### config.mk
export PLATFORM = sky130hd
export DESIGN_NAME = alu_mc
export DESIGN_NICKNAME = d
export VERILOG_FILES = /design/src/rtl/alu_pkg.sv /design/src/rtl/alu_mul_seq.sv /design/src/rtl/alu_mc.sv
export SDC_FILE = /design/constraint.sdc
export NUM_CORES = 1
export LEC_CHECK = 0
export CAP_MARGIN = 20
export CORE_MARGIN = 5
export CORE_UTILIZATION = 45
export CTS_BUF_LIST = sky130_fd_sc_hd__clkbuf_8
export DETAILED_ROUTE_END_ITERATION = 12
export SKIP_LAST_GASP = 1
export SYNTH_ARGS = -nofsm -noshare
export SYNTH_HDL_FRONTEND = slang
export SYNTH_SLANG_ARGS = --single-unit
### constraint.sdc
create_clock -name clk -period 3.5 [get_ports clk]
set_clock_uncertainty 0.05 [all_clocks]
set_input_delay 0.7 -clock clk [delete_from_list [all_inputs] [get_ports clk]]
set_output_delay 0.7 -clock clk [all_outputs]
set_load 0.05 [all_outputs]
### src/rtl/alu_pkg.sv
// Shared definitions for the multi-cycle ALU:
// op encodings, status flag bit positions and FSM states.
package alu_pkg;

  typedef enum logic [2:0] {
    OP_ADD = 3'b000,
    OP_SUB = 3'b001,
    OP_AND = 3'b010,
    OP_NOTB = 3'b011,
    OP_LSL = 3'b100,
    OP_ASR = 3'b101,
    OP_MUL = 3'b110,
    OP_RSV = 3'b111
  } alu_op_e;

  localparam int Z_ZERO = 0;
  localparam int Z_NEG = 1;
  localparam int Z_OVF = 2;

  typedef enum logic [1:0] {
    S_IDLE = 2'b00,
    S_BUSY = 2'b01,
    S_DONE = 2'b10
  } state_e;

endpackage

### src/rtl/alu_mul_seq.sv
// Iterative shift-add unsigned multiplier.
// The first partial product is taken on start; done marks the final one.
module alu_mul_seq #(
  parameter int W = 16
) (
  input  logic           clk,
  input  logic           reset,
  input  logic           start,
  input  logic [W-1:0]   a,
  input  logic [W-1:0]   b,
  output logic           done,
  output logic [2*W-1:0] product
);

  localparam int CW = $clog2(W);

  logic [2*W-1:0] mcand;
  logic [W-1:0]   mplier;
  logic [CW-1:0]  cnt;
  logic           run;

  always_ff @(posedge clk) begin
    if (reset) begin
      mcand   <= '0;
      mplier  <= '0;
      product <= '0;
      cnt     <= '0;
      run     <= 1'b0;
    end else if (start) begin
      mcand   <= {{W{1'b0}}, a} << 1;
      mplier  <= b >> 1;
      product <= b[0] ? {{W{1'b0}}, a} : '0;
      cnt     <= CW'(W - 1);
      run     <= 1'b1;
    end else if (run) begin
      if (cnt != '0) begin
        if (mplier[0])
          product <= product + mcand;
        mcand  <= mcand << 1;
        mplier <= mplier >> 1;
        cnt    <= cnt - 1'b1;
      end else begin
        run <= 1'b0;
      end
    end
  end

  assign done = run && (cnt == '0);

endmodule

### src/rtl/alu_mc.sv
// Multi-cycle ALU: single-cycle ops finish in one cycle,
// MUL runs W cycles on the iterative multiplier.
module alu_mc
  import alu_pkg::*;
#(
  parameter int W = 16,
  parameter int MUL_EN = 1
) (
  input  logic         clk,
  input  logic         reset,
  input  logic         in_valid,
  output logic         in_ready,
  input  logic [W-1:0] Ain,
  input  logic [W-1:0] Bin,
  input  logic [2:0]   ALUop,
  output logic         out_valid,
  output logic [W-1:0] out,
  output logic [2:0]   Z
);

  state_e state, state_d;

  logic           accept;
  logic           is_mul;
  logic           mul_done;
  logic [2*W-1:0] prod;
  logic [W-1:0]   res;
  logic           ovf;

  assign in_ready  = (state == S_IDLE);
  assign out_valid = (state == S_DONE);
  assign accept    = in_valid & in_ready;
  assign is_mul    = (MUL_EN != 0) && (ALUop == OP_MUL);

  function automatic logic [2:0] flags(
    input logic [W-1:0] r,
    input logic         v
  );
    flags         = '0;
    flags[Z_ZERO] = (r == '0);
    flags[Z_NEG]  = r[W-1];
    flags[Z_OVF]  = v;
  endfunction

  always_comb begin
    res = Ain;
    ovf = 1'b0;
    case (ALUop)
      OP_ADD: begin
        res = Ain + Bin;
        ovf = (Ain[W-1] == Bin[W-1]) &&
              (res[W-1] != Ain[W-1]);
      end
      OP_SUB: begin
        res = Ain - Bin;
        ovf = (Ain[W-1] != Bin[W-1]) &&
              (res[W-1] != Ain[W-1]);
      end
      OP_AND:  res = Ain & Bin;
      OP_NOTB: res = ~Bin;
      OP_LSL:  res = {Ain[W-2:0], 1'b0};
      OP_ASR:  res = {Ain[W-1], Ain[W-1:1]};
      default: res = Ain;
    endcase
  end

  always_comb begin
    state_d = state;
    case (state)
      S_IDLE:
        if (accept)
          state_d = is_mul ? S_BUSY : S_DONE;
      S_BUSY:
        if (mul_done)
          state_d = S_DONE;
      S_DONE:  state_d = S_IDLE;
      default: state_d = S_IDLE;
    endcase
  end

  always_ff @(posedge clk) begin
    if (reset)
      state <= S_IDLE;
    else
      state <= state_d;
  end

  always_ff @(posedge clk) begin
    if (reset) begin
      out <= '0;
      Z   <= '0;
    end else if (accept && !is_mul) begin
      out <= res;
      Z   <= flags(res, 1'b0) | (ovf ? 3'b100 : 3'b000);
    end else if (state == S_BUSY && mul_done) begin
      out <= prod[W-1:0];
      Z   <= flags(prod[W-1:0], |prod[2*W-1:W]);
    end
  end

  generate
    if (MUL_EN != 0) begin : g_mul
      alu_mul_seq #(.W(W)) u_mul (
        .clk     (clk),
        .reset   (reset),
        .start   (accept & is_mul),
        .a       (Ain),
        .b       (Bin),
        .done    (mul_done),
        .product (prod)
      );
    end else begin : g_no_mul
      assign mul_done = 1'b0;
      assign prod     = '0;
    end
  endgenerate

endmodule

==> run metrics, run 1 <==
core region area=roughly 18000 um2; port buffer count=58; Slew Limit Fails=0; switching fraction of total power=roughly a third; setup slack of the most critical reg-to-reg path=between 200 and 300 ps; dominant combinational cell family by area after synthesis=compound AO/OA/AOI/OAI gates; detailed placer's ending HPWL=around 22 mm; clock edge transition at the registers on the reported setup and hold paths=around 90 ps; post-route antenna net violation count=0; Worst-Margin Slew=approximately 910 ps; share of layout cells above drive strength 1=between 10% and 20%; run status=complete, no violations; most used cell along the critical path=a211oi_1; number of primary I/O pins=just under 60; HP Class=reg2reg; critical path endpoint category=flop; kind of cell with the highest combined delay on the critical path=buffers and inverters; post-synthesis compound-gate area fraction=slightly below 30%; vias in the first global route=between 8k and 9k; die span in y=145 um; First DRT Iteration DRCs=around 830; CTS tree=yes; cell with the largest stage delay on the worst path=clkdlybuf4s50_1; die footprint=around 21000 um2; classification of the worst setup path=in2reg; deepest clock path buffer count=2; total iterations of the first detailed-routing run=7; top_reg_cell synth=dfxtp_1; buffering stage count on the worst path with inverters included=2; Initial Util=45.7%; endpoints failing hold=0; die width=~150 um; Clk pwr share=a little under a quarter; worst reg2reg path startpoint=g_mul.u_mul.product[2]; Post-Synthesis Net Count=~1.2k; CP Data Required Time=~3800 ps; insertion delay of the later-clocked pin in the worst-skew pair=around 400 ps; Adder-Cell Fraction of Synth Area=a little over a tenth; number of warnings reported in the yosys synthesis log=0; layout overhead on the synthesized area=26.1%; share of synthesized area spent on multiplexers=approximately 3.5%; overall overflow remaining after global route=0; share of async-settable or async-resettable flops after synthesis=0%; sequential share of the synthesized area=25.1%; crit-path max cell delay=590 ps; number of H-tree levels=3; overall routing resource usage=26.6%; number of synthesized register bits=roughly 100; internal power consumption=approximately 1.9 mW; shortest clock period the worst path allows after layout=about 3400 ps; count of non-filler cells in the finished layout=1465; global-route wire length before repair=45.9 mm; data arrival at the endpoint of the critical path=3670 ps; Max Fclk=~290 MHz; Register Area=between 2000 and 2500 um2; power share of the sequential group=a little over two fifths; via density per instance=around 6; Gate Count Post-Synth=1084; count of unique library cells instantiated by Yosys=82; number of rows in the core area=between 40 and 50; hold bufs inserted after CTS=0; Wirelength per Cell=~20 um; cell area after synthesis=slightly above 8000 um2; vias after detailed routing=~8.8k; area used by multi-input combinational logic=approximately 6000 um2; leakage power summed over all cells=between 4 and 5 nW; startpoint kind of the worst setup timing path=primary input; maximum number of pins on one net before global-route repair=45; Avg Cell Area, Syn=around 7.6 um2; sum of internal, switching and leakage power=between 2 and 3 mW; routed wire length=approximately 29 mm; Switching Power=1.01 mW; Cells after DPL=approximately 1.4k; power per cell area=about 280 nW/um2; count of flip-flops with a built-in enable after synthesis=0; initial antenna violation count=1; count of nets after finishing=~1.3k; Synth Area in Simple Gates=a little under a quarter; final antenna diode count=0; met2 routed WL=12.6 mm; CP startpoint=Ain[4]; beginning of the worst hold path=g_mul.u_mul.product[0]; Comb power frac=33.5%; final RePlAce weighted congestion=~0.98; leading cell type in the layout, fill and taps excluded=nand2_1; top library cells by usage in the layout, fill and taps aside=nand2_1, buf_4, nor2_1; series of cell instances along the critical path=clkdlybuf4s50_1, ha_2, nand2b_4, a211oi_1, buf_4, a211oi_1, o21bai_1, a21oi_2, xnor2_1, mux4_2, or4b_1, o21ai_1; setup-violating endpoint count in the final report=0; length of routed wiring on met1=13.7 mm; Fillers=roughly 1.7k; Slew headroom=39.1%; Peak supply drop=~220 uV; highest layer used for signal routing=met5; number of buffers added by the clock tree synthesis step=9; clock net sink count=~100; routed wire length on met3=between 1.5 and 2 mm; Clk Tree Root Cell=clkbuf_8; share of the clock period used by the worst path=a little over nine tenths; number of DRC violations after detailed routing=0; post-synthesis xor/xnor area fraction=approximately 2.6%; number of maximum-capacitance constraint violations=0; crit-path max FO=3
## per-layer routing
layer,vias to the layer above,global-route usage [%]
met1,4177,38.6
met4,2,6.76
li1,4274,-
met3,54,5.24
met2,298,40.3
met5,-,0
## repair_timing
| item | 4_1_cts | 5_1_grt |
|---|---|---|
| endpoints found under the hold margin | 0 | 0 |
| setup buffers | 5 | 2 |
| endpoints found under the setup margin | 2 | 7 |
| gates resized for setup | 15 | 47 |
| pin swaps | 8 | 21 |
## area by class of cell
cell class | instances | area share, %
Sequential cell | 103 | 19.9
Tap cell | 229 | 2.77
Clock inverter | 5 | 0.338
Multi-Input combinational cell | 872 | 57.8
Timing Repair Buffer | 201 | 16.3
Clock buffer | 10 | 1.33
Inverter | 45 | 1.63
## synth_stat cells (15+ instances only)
master      n  area share [%]
a211oi_1   15             1.4
a21o_1     20             1.8
a21oi_1    72             4.4
a222oi_1   16             2.0
a311oi_1   35             3.7
clkbuf_1   46             2.1
dfxtp_1   103              25
ha_1       64             9.8
inv_1      44             2.0
mux2i_1    20             2.4
nand2_1   161             7.4
nand3_1    16            0.98
nor2_1    120             5.5
nor2b_1    15             1.1
nor3_1     19             1.2
o211ai_1   18             1.6
o21a_1     19             1.7
o21ai_0    47             2.9
xnor2_1    15             1.6
## registers in the layout, summed over array words and instances, names as in the netlist
| name | count |
|---|---|
| g_mul.u_mul.product | 32 |
| g_mul.u_mul.mcand | 31 |
| g_mul.u_mul.mplier | 15 |
| out | 15 |
| g_mul.u_mul.cnt | 4 |
| Z | 3 |
| state | 2 |
| g_mul.u_mul.run | 1 |
## final timing paths
check        depth (start not counted)                      end
min reg2reg                          2   g_mul.u_mul.product[0]
min                                  2   g_mul.u_mul.product[0]
max reg2reg                         10  g_mul.u_mul.product[30]
max                                 12                     Z[0]
## worst reg2reg max path: stages (launching register included)
cell and delay [ps]:
dfxtp_1 440, ha_1 280, a211oi_1 350, nor3_1 110, o31ai_1 520, a21oi_1 180, or3_1 400, nand3_1 170
a21oi_1 110, or4_1 480, nand3_1 90
## cell families (layout without fill, tap and decap cells)
| kind of cell | after synthesis | count (layout) |
|---|---|---|
| DFF | 103 | 103 |
| xor gates and xnor gates | 24 | 24 |
| and+or+nand+nor | 425 | 425 |
| AOI/OAI and AO/OA | 330 | 330 |
| muxes | 26 | 26 |
| buffers and inverters | 109 | 261 |
| adders and majority gates | 67 | 67 |
## power groups by stage
stage	combinational [mW]	clock, mW	sequential, mW
after floorplan	0.452	0	1.31
after global placement	0.896	0	1.27
after detailed placement	0.899	0	1.27
after CTS	0.918	0.720	1.24
after global routing	1.05	0.773	1.25
final	0.982	0.703	1.24
## through the flow
step                      setup WS, ps  instance area (um2)  TNS [ps]  util, %  hold WS, ps
after floorplan                    202                 8210         0        -          392
after global placement            -467                 9830     -2810     54.7          413
after detailed placement          -583                 9830     -3240     54.7          416
after CTS                         10.6                10100         0     56.1          430
after global routing             -22.1                10400     -22.1     57.7          450
final                             99.1                10400         0     57.7          429
No activity file was read; power rests on OpenSTA's default activity.
==> run 2: changes to the inputs <==
--- a/config.mk
+++ b/config.mk
@@ -6,7 +6,7 @@
 export NUM_CORES = 1
 export LEC_CHECK = 0
 export CAP_MARGIN = 20
-export CORE_MARGIN = 5
+export CORE_MARGIN = 3
 export CORE_UTILIZATION = 45
 export CTS_BUF_LIST = sky130_fd_sc_hd__clkbuf_8
 export DETAILED_ROUTE_END_ITERATION = 12
==> run 2 against run 1 <==
- clock power grew 23%
- core utilization up 0.67 points
- setup slack lost 33 ps
- critical path type unchanged
- die area fell by 5.4%
==> run metrics, run 2 (synthesis gave the netlist of run 1 again) <==
die footprint=19900 um2; final antenna diode count=0; Post-Place Worst Slack=-472 ps; CP Data Required Time=roughly 3800 ps; maximum number of pins on one net before global-route repair=roughly 70; biggest regs=g_mul.u_mul.product: 32 flops, g_mul.u_mul.mcand: 31 flops; Max Fclk=between 200 and 300 MHz; number of rows in the core area=48; length of routed wiring on met1=about 14 mm; number of buffers added by the clock tree synthesis step=9; count of nets after finishing=approximately 1.3k; post-route setup slack=approximately 67 ps; count of non-filler cells in the finished layout=around 1.5k; number of primary I/O pins=59; data arrival at the endpoint of the critical path=approximately 3700 ps; final RePlAce weighted congestion=roughly 0.95; critical path endpoint category=flop; leakage power summed over all cells=4.33 nW; startpoint kind of the worst setup timing path=primary input; total iterations of the first detailed-routing run=5; Clk Tree Root Cell=clkbuf_8; routed wire length on met3=between 2 and 2.5 mm; final core occ=between 50% and 60%; crit-path max FO=4; Initial Util=46.7%; hold_ws=roughly 430 ps; core region area=17600 um2; RSZ-0062 raised after global routing=true; Worst-Margin Slew=approximately 1100 ps; cell area after placement=between 9000 and 10000 um2; endpoints failing hold=0; vias after detailed routing=~8.8k; number of setup buffers added after CTS=0; vias in the first global route=between 8k and 9k; clock edge transition at the registers on the reported setup and hold paths=~110 ps; via density per instance=~6.1; top library cells by usage in the layout, fill and taps aside=nand2_1, buf_4, nor2_1; routed wire length=roughly 29 mm; classification of the worst setup path=in2reg; power per cell area=roughly 300 nW/um2; overall routing resource usage=28.6%; post-route antenna net violation count=0; leading cell type in the layout, fill and taps excluded=nand2_1; global-route wire length before repair=45.5 mm; number of H-tree levels=3; initial antenna violation count=0; First DRT Iteration DRCs=959; Slew Limit Fails=0; Top reg by flops=g_mul.u_mul.product; port buffer count=slightly below 60; highest layer used for signal routing=met4; number of DRC violations after detailed routing=0; Cells after DPL=1440; max FFs per register=32; HP Class=reg2reg; run status=complete, no violations; Final Cell Area=about 10000 um2; layout overhead on the synthesized area=25.0%; detailed placer's ending HPWL=~22 mm; die width=~140 um; CTS tree=yes; setup-violating endpoint count in the final report=0; clock net sink count=~100; number of maximum-capacitance constraint violations=0; Wirelength per Cell=19.8 um; share of layout cells above drive strength 1=between 10% and 20%; insertion delay of the later-clocked pin in the worst-skew pair=between 300 and 400 ps; die span in y=around 140 um; Peak supply drop=301 uV; share of the clock period used by the worst path=about 98%; shortest clock period the worst path allows after layout=between 3000 and 4000 ps; overall overflow remaining after global route=0; Slew headroom=between 20 and 30%; deepest clock path buffer count=2; met2 routed WL=between 10 and 15 mm
-- run 2: final timing paths --
check	end	slack, ps	cells past startpoint	from
setup / recovery	Z[0]	70	10	Ain[7]
hold / removal	g_mul.u_mul.product[24]	430	2	g_mul.u_mul.product[24]
setup reg to reg	g_mul.u_mul.product[19]	340	12	g_mul.u_mul.product[1]
hold reg to reg	g_mul.u_mul.product[24]	430	2	g_mul.u_mul.product[24]
-- run 2: final cells by class --
class	count	area (um2)
Clock inverter	6	85.1
Clock buffer	10	138
Timing Repair Buffer	195	1640
Fill cell	1657	7330
Sequential cell	103	2060
Tap cell	225	282
Multi-Input combinational cell	872	5890
Inverter	45	169
-- run 2: timing repair --
action | 4_1_cts | 5_1_grt
resized for setup | 5 | 41
pin swaps | 1 | 13
endpoints found under the setup margin | 3 | 9
hold buffers | 0 | 0
endpoints found under the hold margin | 0 | 0
-- run 2: stage by stage --
| step | setup TNS (ps) | total power, mW |
|---|---|---|
| final | 0 | 3.06 |
| after global placement | -2970 | 2.17 |
| after global routing | -75.7 | 3.19 |
| after floorplan | 0 | 1.76 |
| after CTS | 0 | 3.02 |
| after detailed placement | -3330 | 2.17 |
-- run 2: where the power goes --
| group | switching [mW] | internal, mW | total (mW) |
|---|---|---|---|
| combinational | 0.535 | 0.421 | 0.956 |
| sequential | 0.0361 | 1.21 | 1.24 |
| clock | 0.441 | 0.420 | 0.862 |
| total | 1.01 | 2.05 | 3.06 |
-- run 2: per-layer routing --
| metal | track usage, % | up-vias |
|---|---|---|
| met4 | 6.83 | 0 |
| met1 | 43.3 | 4168 |
| met2 | 42.5 | 331 |
| met5 | 0 | - |
| met3 | 4.41 | 45 |
| li1 | - | 4265 |
-- run 2: worst max-delay path: stages --
cell             delay, ps
clkdlybuf4s50_1        500
ha_1                   370
or3_4                  400
a2111oi_4              460
nor3_2                  80
a221oi_2               300
a211o_1                180
nand3_2                100
or4b_1                 510
o21ai_1                130
